## config.mk

```make
export PLATFORM = sky130hd
export DESIGN_NAME = handshake_arbiter
export DESIGN_NICKNAME = d
export VERILOG_FILES = /design/src/rtl/hs_pkg.sv /design/src/rtl/hs_sync.sv /design/src/rtl/handshake_arbiter.sv
export SDC_FILE = /design/constraint.sdc
export NUM_CORES = 1
export LEC_CHECK = 0
export BUFFER_PORTS_ARGS = -buffer_cell sky130_fd_sc_hd__buf_2
export CELL_PAD_IN_SITES_DETAIL_PLACEMENT = 0
export CELL_PAD_IN_SITES_GLOBAL_PLACEMENT = 1
export CORE_UTILIZATION = 39
export CTS_BUF_LIST = sky130_fd_sc_hd__clkbuf_8
export DETAILED_ROUTE_END_ITERATION = 8
export PLACE_DENSITY = 0.89
export RECOVER_POWER = 50
export SLEW_MARGIN = 5
export SYNTH_ARGS = -nofsm -noshare
export SYNTH_HDL_FRONTEND = slang
export SYNTH_SLANG_ARGS = --single-unit
```

## constraint.sdc

```tcl
create_clock -name clk -period 3.5 [get_ports clk]
set_input_delay 1.05 -clock clk [delete_from_list [all_inputs] [get_ports clk]]
set_output_delay 1.05 -clock clk [all_outputs]
set_load 0.01 [all_outputs]
```

## src/rtl/hs_pkg.sv

```systemverilog
// +----------------------------------------------------------------------+
// | hs_pkg : shared types and defaults for the SEND/ACK link arbiter     |
// | Rev 1.0                                                              |
// +----------------------------------------------------------------------+
`default_nettype none

package hs_pkg;

   typedef enum logic [2:0] {
      ST_IDLE    = 3'd0,
      ST_SETUP   = 3'd1,
      ST_ASSERT  = 3'd2,
      ST_RELEASE = 3'd3,
      ST_DONE    = 3'd4
   } hs_state_e;

   localparam int HS_DATA_W      = 32;
   localparam int HS_SYNC_STAGES = 2;

   // Index width for a requester number; never narrower than one bit.
   function automatic int hs_idx_width(input int n);
      return (n <= 2) ? 1 : $clog2(n);
   endfunction

endpackage

`default_nettype wire

```

## src/rtl/hs_sync.sv

```systemverilog
// +----------------------------------------------------------------------+
// | hs_sync : STAGES-flop level synchronizer, async active-high reset to 0|
// | Rev 1.0                                                              |
// +----------------------------------------------------------------------+
`default_nettype none

module hs_sync #(
   parameter int STAGES = 2
) (
   input  logic clk,
   input  logic rst,
   input  logic d_i,
   output logic q_o
);

   logic [STAGES-1:0] sync_q;

   always_ff @(posedge clk or posedge rst) begin
      if (rst) begin
         sync_q <= '0;
      end else begin
         sync_q <= {sync_q[STAGES-2:0], d_i};
      end
   end

   assign q_o = sync_q[STAGES-1];

endmodule

`default_nettype wire

```

## src/rtl/handshake_arbiter.sv

```systemverilog
// +----------------------------------------------------------------------+
// | handshake_arbiter : round-robin owner of a four-phase SEND/ACK link  |
// | Optional phase-timeout abort with err pulse when HS_TIMEOUT_EN set.  |
// | Rev 1.0                                                              |
// +----------------------------------------------------------------------+
`default_nettype none

module handshake_arbiter
   import hs_pkg::*;
#(
   parameter int N_REQ          = 2,
   parameter int DATA_W         = HS_DATA_W,
   parameter int SYNC_STAGES    = HS_SYNC_STAGES,
   parameter int TIMEOUT_CYCLES = 255
) (
   input  logic                    clk,
   input  logic                    rst,
   input  logic [N_REQ-1:0]        req,
   input  logic [N_REQ*DATA_W-1:0] reqData,
   output logic [N_REQ-1:0]        done,
   output logic [N_REQ-1:0]        grant,
   input  logic                    ACK,
   output logic                    outSEND,
   output logic [DATA_W-1:0]       outDATA,
   output logic                    busy,
   output logic                    err
);

   localparam int IDX_W    = hs_idx_width(N_REQ);
   localparam int SETTLE_W = $clog2(SYNC_STAGES + 1);

   if (N_REQ < 2 || N_REQ > 8 || SYNC_STAGES < 2 || TIMEOUT_CYCLES < 1) begin : g_bad_cfg
      $error("handshake_arbiter: unsupported parameter set");
   end

   hs_state_e             state_q, state_d;
   logic [IDX_W-1:0]      win_q, win_d;
   logic [IDX_W-1:0]      rr_q, rr_d;
   logic [N_REQ-1:0]      grant_q, grant_d;
   logic [N_REQ-1:0]      done_q, done_d;
   logic [DATA_W-1:0]     data_q, data_d;
   logic                  send_q, send_d;
   logic                  busy_q, busy_d;
   logic [SETTLE_W-1:0]   settle_q, settle_d;
   logic                  settled;
   logic                  ack_sync;
   logic                  phase_timeout;
   logic                  pick_valid;
   logic [IDX_W-1:0]      pick_idx;

   // Lowest set index at or after ptr, with wrap; scanned from the far end
   // so the nearest hit is the one left standing.
   function automatic logic [IDX_W:0] rr_pick(input logic [N_REQ-1:0] r,
                                              input logic [IDX_W-1:0] ptr);
      logic [IDX_W:0]   res;
      logic [IDX_W-1:0] sel;
      int               pos;
      res = '0;
      for (int off = N_REQ - 1; off >= 0; off--) begin
         pos = (int'(ptr) + off) % N_REQ;
         sel = IDX_W'(pos);
         if (r[sel]) res = {1'b1, sel};
      end
      return res;
   endfunction

   hs_sync #(
      .STAGES (SYNC_STAGES)
   ) u_ack_sync (
      .clk (clk),
      .rst (rst),
      .d_i (ACK),
      .q_o (ack_sync)
   );

   assign {pick_valid, pick_idx} = rr_pick(req, rr_q);

   // The synchronizer comes out of reset at 0 regardless of ACK; hold off
   // arbitration until it has had time to reflect a peripheral ACK still high.
   assign settled = (settle_q == SETTLE_W'(SYNC_STAGES));

   always_comb begin
      state_d  = state_q;
      win_d    = win_q;
      rr_d     = rr_q;
      grant_d  = grant_q;
      data_d   = data_q;
      settle_d = settled ? settle_q : settle_q + 1'b1;

      case (state_q)
         ST_IDLE: begin
            if (pick_valid && !ack_sync && settled) begin
               state_d = ST_SETUP;
               win_d   = pick_idx;
               grant_d = N_REQ'(1) << pick_idx;
               data_d  = reqData[int'(pick_idx)*DATA_W +: DATA_W];
            end
         end
         ST_SETUP: begin
            state_d = ST_ASSERT;
         end
         ST_ASSERT: begin
            if (phase_timeout) begin
               state_d = ST_DONE;
            end else if (ack_sync) begin
               state_d = ST_RELEASE;
            end
         end
         ST_RELEASE: begin
            if (phase_timeout || !ack_sync) begin
               state_d = ST_DONE;
            end
         end
         ST_DONE: begin
            state_d = ST_IDLE;
            grant_d = '0;
            rr_d    = (win_q == IDX_W'(N_REQ - 1)) ? '0 : win_q + 1'b1;
         end
         default: begin
            state_d = ST_IDLE;
            grant_d = '0;
         end
      endcase

      send_d = (state_d == ST_ASSERT);
      done_d = (state_d == ST_DONE) ? grant_q : '0;
      busy_d = (state_d != ST_IDLE);
   end

   always_ff @(posedge clk or posedge rst) begin
      if (rst) begin
         state_q  <= ST_IDLE;
         win_q    <= '0;
         rr_q     <= '0;
         grant_q  <= '0;
         done_q   <= '0;
         data_q   <= '0;
         send_q   <= 1'b0;
         busy_q   <= 1'b0;
         settle_q <= '0;
      end else begin
         state_q  <= state_d;
         win_q    <= win_d;
         rr_q     <= rr_d;
         grant_q  <= grant_d;
         done_q   <= done_d;
         data_q   <= data_d;
         send_q   <= send_d;
         busy_q   <= busy_d;
         settle_q <= settle_d;
      end
   end

`ifdef HS_TIMEOUT_EN
   localparam int CNT_W = $clog2(TIMEOUT_CYCLES + 1);

   logic [CNT_W-1:0] cnt_q, cnt_d;
   logic             err_q;

   // Counter restarts on every state change, so it is zero on entry to
   // ASSERT and to RELEASE and only runs while a phase is pending.
   always_comb begin
      cnt_d = '0;
      if ((state_q == ST_ASSERT || state_q == ST_RELEASE) && state_d == state_q) begin
         cnt_d = cnt_q + 1'b1;
      end
   end

   assign phase_timeout = (state_q == ST_ASSERT || state_q == ST_RELEASE) &&
                          (cnt_q == CNT_W'(TIMEOUT_CYCLES - 1));

   always_ff @(posedge clk or posedge rst) begin
      if (rst) begin
         cnt_q <= '0;
         err_q <= 1'b0;
      end else begin
         cnt_q <= cnt_d;
         err_q <= phase_timeout;
      end
   end

   assign err = err_q;
`else
   assign phase_timeout = 1'b0;
   assign err           = 1'b0;
`endif

   assign done    = done_q;
   assign grant   = grant_q;
   assign outSEND = send_q;
   assign outDATA = data_q;
   assign busy    = busy_q;

endmodule

`default_nettype wire

```

After elaboration in Yosys (flattened, before gate mapping)
Cells that the tools add are included.
Cells by class
  add/sub/neg operators: 3
  $lt $le $gt $ge: 2
  eq/ne operators: 8
  shift operators: 2
  muxes and demuxes: 14
  bitwise logic cells: 1
  reduce and logical (&&, ||, !) cells: 8
Operator list (number)
  variable part select 64 x 7 -> 32 bit: 1
  one-hot mux 3 bit (4 select lines): 1
  == test 3 x 2 -> 1 bit, second input constant: 3
  2-to-1 mux 3 bit: 3
  2-to-1 mux 2 bit: 4
  == test 3 bit, second input constant: 2
  2-to-1 mux 1 bit: 5
  < comparator 1 x 2 -> 1 bit, second input constant: 2
  one-hot mux 2 bit (2 select lines): 1
  AND reduction 2 bit: 2
  == test 3 x 1 -> 1 bit, second input constant: 1
  logical NOT 3 bit: 1
  nonzero test 3 bit: 1
  OR reduction 3 bit: 1
  adder 1 bit, second input constant: 2
  adder 2 x 1 -> 2 bit, second input constant: 1
  == test 2 bit, second input constant: 1
  logical AND 1 bit: 2
  != test 2 bit, second input constant: 1
  << shifter 1 x 1 -> 2 bit, first input constant: 1
  logical NOT 1 bit: 1
  inverter 1 bit: 1
Storage, ports and cells
  flip-flop bits (word level): 47
  input bits: 69
  word-level logic and storage cells: 48

Depth between registers and ports, before layout
  word-level depth: 11
  mapped depth: 7

Hierarchy
From an unflattened synthesis, not the netlist that was laid out.
Second synthesis, totals
  cells, all modules: 248
  area, all modules: 2471.1 µm²
By module, submodules not included
  handshake_arbiter: instances 1, cells each 245, area each 2417.3 µm², sequential area each 1126.1 µm²
  hs_sync: instances 1, cells each 3, area each 53.8 µm², sequential area each 50.0 µm²

Worst setup path after synthesis
No wires, ideal clock.
  path kind: input -> register
  start: input req[1]
  end: register data_q[10] (netlist: outDATA[10])
  setup time: 127 ps
  arrival: 1938 ps
  setup slack: 1434 ps
  stages: 6
  path buffers: 3
  cells stage by stage: buf_2 -> or2_1 -> buf_2 -> buf_2 -> a41oi_1 -> a31oi_1
Between the ends
  longest elaborated chain between the ends: 7
  elaborated cells on any way between the ends: 10
  those cells by class: shift: 1; mux: 6; reduce/logical: 3
Ends and longest elaborated chain
  start: declaration: line handshake_arbiter.sv:18  | input logic [N_REQ-1:0] req,
  2-to-1 mux 1 bit (not written as such) (2 in series): line handshake_arbiter.sv:62  | if (r[sel]) res = {1'b1, sel};
  2-to-1 mux 2 bit: line handshake_arbiter.sv:62
  2-to-1 mux 2 bit *: line handshake_arbiter.sv:62
  branches (longest 3 deep; another with variable part select 64 x 7 -> 32 bit)
  end signal: assignment: line handshake_arbiter.sv:147  | data_q <= data_d;
  end: declaration: line handshake_arbiter.sv:41  | logic [DATA_W-1:0] data_q, data_d;
Mark *: on every way between the ends. The select of a mux whose other input is x is not followed.
A chain may end at the register's enable or synchronous reset.

==> qor.txt <==
status: complete, but fails checks
failing checks: capacitance limit, slew limit
HP Start: u_ack_sync.sync_q[0]
leak pwr: 1.32 nW
most numerous cell in the Yosys netlist: dfrtp_1
CTS tree: done
kind of critical path: in -> async
fill count: 582
Worst Path Buf+Inv: 2
post-CTS sizing: 0
Antenna Nets Post-Route: 0
gr usage total: 0.191
starting density of the core: 0.413
setup bufs post-CTS: 0
area leader, netlist: dfrtp_1
Hold Crit Class: reg -> reg
WL/cell: 15.5 µm
post-synthesis xor/xnor area fraction: 0.00352
uppermost layer routed: met4
CTS buffer count: 5
slowest stage delay, CP: 1.23 ns
final global-route overflow total: 0
die area: 6700 µm²
number of flops mapped to enable cells by yosys: 0
syn nets: 318
Final Max Slew Viols: 48
Synth cell types: 34
Compound-Gate Fraction of Synth Area: 0.275
largest family of logic cells by synthesized area: compound AO/OA/AOI/OAI gates
post-route DRC violation count: 0
final WL: 6370 µm
largest net degree at the start of global routing: 48
vias per cell: 5.75
CP Launch Type: input port
syn_area_per_cell: 10.0 µm²
DRT iter0 DRCs: 157
critical-path cell list: buf_2 > inv_1
initial antenna violation count: 0
area grow syn2layout: 24.2%
clk_skew: 0.00529 ns
Slowest-stage cell, CP: inv_1
clk_lat worst skew: 0.29 ns
Clk pwr share: 0.141
worst r2r src: state_q[0]
worst path required time: 3.58 ns
fin nets: 405
max frequency: 0.429 GHz
sw frac: 0.392
mux contribution to synthesized area: 0.0141
Worst R2R Setup Slack: 1.25 ns
Cell Area, Synth: 2490 µm²
endpoints failing hold: 0
Synth Register Bits: 47
clock buffer depth: 2
core area: 6030 µm²
# hold bufs at CTS: 0
unrepaired setup endpoints after global routing: no
Reg power frac: 0.421
Worst Tran Pin Value: 1.76 ns
DRT met1 WL: 2770 µm
Setup-failing EPs final: 0
CP startpoint: rst
TNS Setup: 0 ns
Slew headroom: -0.177
CTS H-tree lvls: 2
clk root buf: clkbuf_8
Pwr Density: 717 nW/µm²
simple-gate area share of the yosys netlist: 0.151
Worst VDD drop: 0.000266 V
Inserted Diodes: 0
met2 WL: 3120 µm
TritonRoute pass-1 iters: 4
layout cell share with drive strength beyond 1: 0.354
Final Cycle Share: 0.667
Synth top cells by count: dfrtp_1 (47), a31oi_1 (33), a41oi_1 (32), nand3b_1 (32), o21ai_0 (27)
number of global-route vias before repair: 2086
Synth area leaders: dfrtp_1 (47%), a41oi_1 (11%), nand3b_1 (9.7%)
CP max FO: 47
max cap viols: 1
port buffer count: 106
Post-synth ARST share: 1.00
DP Wirelength: 4420 µm
gpl congestion: 0.753
Die Ht: 81.9 µm
Clk pin slew, worst setup/hold paths: 0.09 ns
yosys warns: 0
Hold Slack: 0.368 ns
via count of the routed design: 2364
top cell type's share of synthesized area: 0.473
area share of fa/ha/maj cells after synthesis: 0.00503
FP Rows: 28
top_reg_cell synth: dfrtp_1
clk sinks: 47
CP endpoint kind: async pin
Data arrival, critical path: 2.41 ns
Net Switching: 0.870 mW
Logic pwr share: 0.438
num ports: 108
delay-heaviest family, CP: buffers and inverters
Tmin final: 2.33 ns
metal3 WL: 389 µm
die width: 81.9 µm
first-pass GRT wire length: 9780 µm
P_int: 1.35 mW
Post-Synthesis Cells: 248
post-synthesis sequential area ratio: 0.473
==> final cells by class <==
class | count | area (µm²) | share of cell area
clock buffers | 5 | 68.8 | 0.0223
clock inverters | 3 | 16.3 | 0.00526
inverters | 7 | 26.3 | 0.00850
multi-input cells | 161 | 1130 | 0.365
flip-flops and latches | 47 | 1180 | 0.380
well taps | 75 | 93.8 | 0.0304
repair buffers | 113 | 581 | 0.188
==> metrics by stage <==
step	worst slack, ns	utilization	cell area, µm²	instances	total power, mW
after global routing	0.700	0.513	3090	411	2.38
after floorplan	1.33	-	2490	248	1.57
after detailed placement	0.967	0.501	3020	403	1.94
after global placement	1.01	0.501	3020	403	1.91
after CTS	1.27	0.516	3110	411	2.25
final	1.17	0.513	3090	411	2.22
==> kinds of logic after synthesis <==
| kind of cell | after synthesis |
|---|---|
| other | 1 |
| and+or+nand+nor | 53 |
| xor gates and xnor gates | 1 |
| adders and majority gates | 1 |
| buffers and inverters | 40 |
| muxes | 3 |
| AOI/OAI and AO/OA | 102 |
| DFF | 47 |
==> placed cells by master, fill, tap and decap left out, types with 2 or more instances in the layout <==
master    Yosys  routed
buf_2        10      97
dfrtp_1      47      47
a31oi_1      33      33
nand3b_1     32      32
a41oi_1      32      32
o21ai_0      27      27
clkbuf_1     18      10
inv_1         5       7
nor2_1        5       5
o21ai_1       5       5
clkbuf_8      0       5
buf_4         2       5
nor3b_1       2       2
nor3_1        2       2
and3_1        2       2
a21oi_1       2       2
mux2i_1       2       2
==> routing by layer <==
| layer | vias up | global-route usage |
|---|---|---|
| met3 | 7 | 0.0211 |
| met2 | 95 | 0.324 |
| met4 | 0 | 0.0702 |
| met5 | - | 0 |
| met1 | 1128 | 0.248 |
| li1 | 1134 | - |
==> final timing paths <==
path                                   endpoint  cells past startpoint
setup / recovery                     outDATA[4]                      2
hold / removal             u_ack_sync.sync_q[1]                      0
setup reg to reg                     outDATA[3]                      4
hold reg to reg            u_ack_sync.sync_q[1]                      0
max in group clk                     outDATA[3]                      4
min in group asynchronous           outDATA[30]                      2
==> sequential cells by signal, summed over array words and instances (netlist names) <==
| signal | flops |
|---|---|
| settle_q | 2 |
| outDATA | 32 |
| busy | 1 |
| state_q | 3 |
| rr_q | 1 |
| u_ack_sync.sync_q | 2 |
| win_q | 1 |
| done | 2 |
| outSEND | 1 |
| grant | 2 |
==> power groups by stage <==
stage / clock (mW) / sequential [mW] / combinational [mW]
after global routing: 0.339 / 0.959 / 1.09
after floorplan: 0 / 1.01 / 0.561
after CTS: 0.318 / 0.934 / 1.00
after global placement: 0 / 0.941 / 0.970
after detailed placement: 0 / 0.940 / 1.00
final: 0.311 / 0.934 / 0.971
Power figures use the tool's default switching activity.
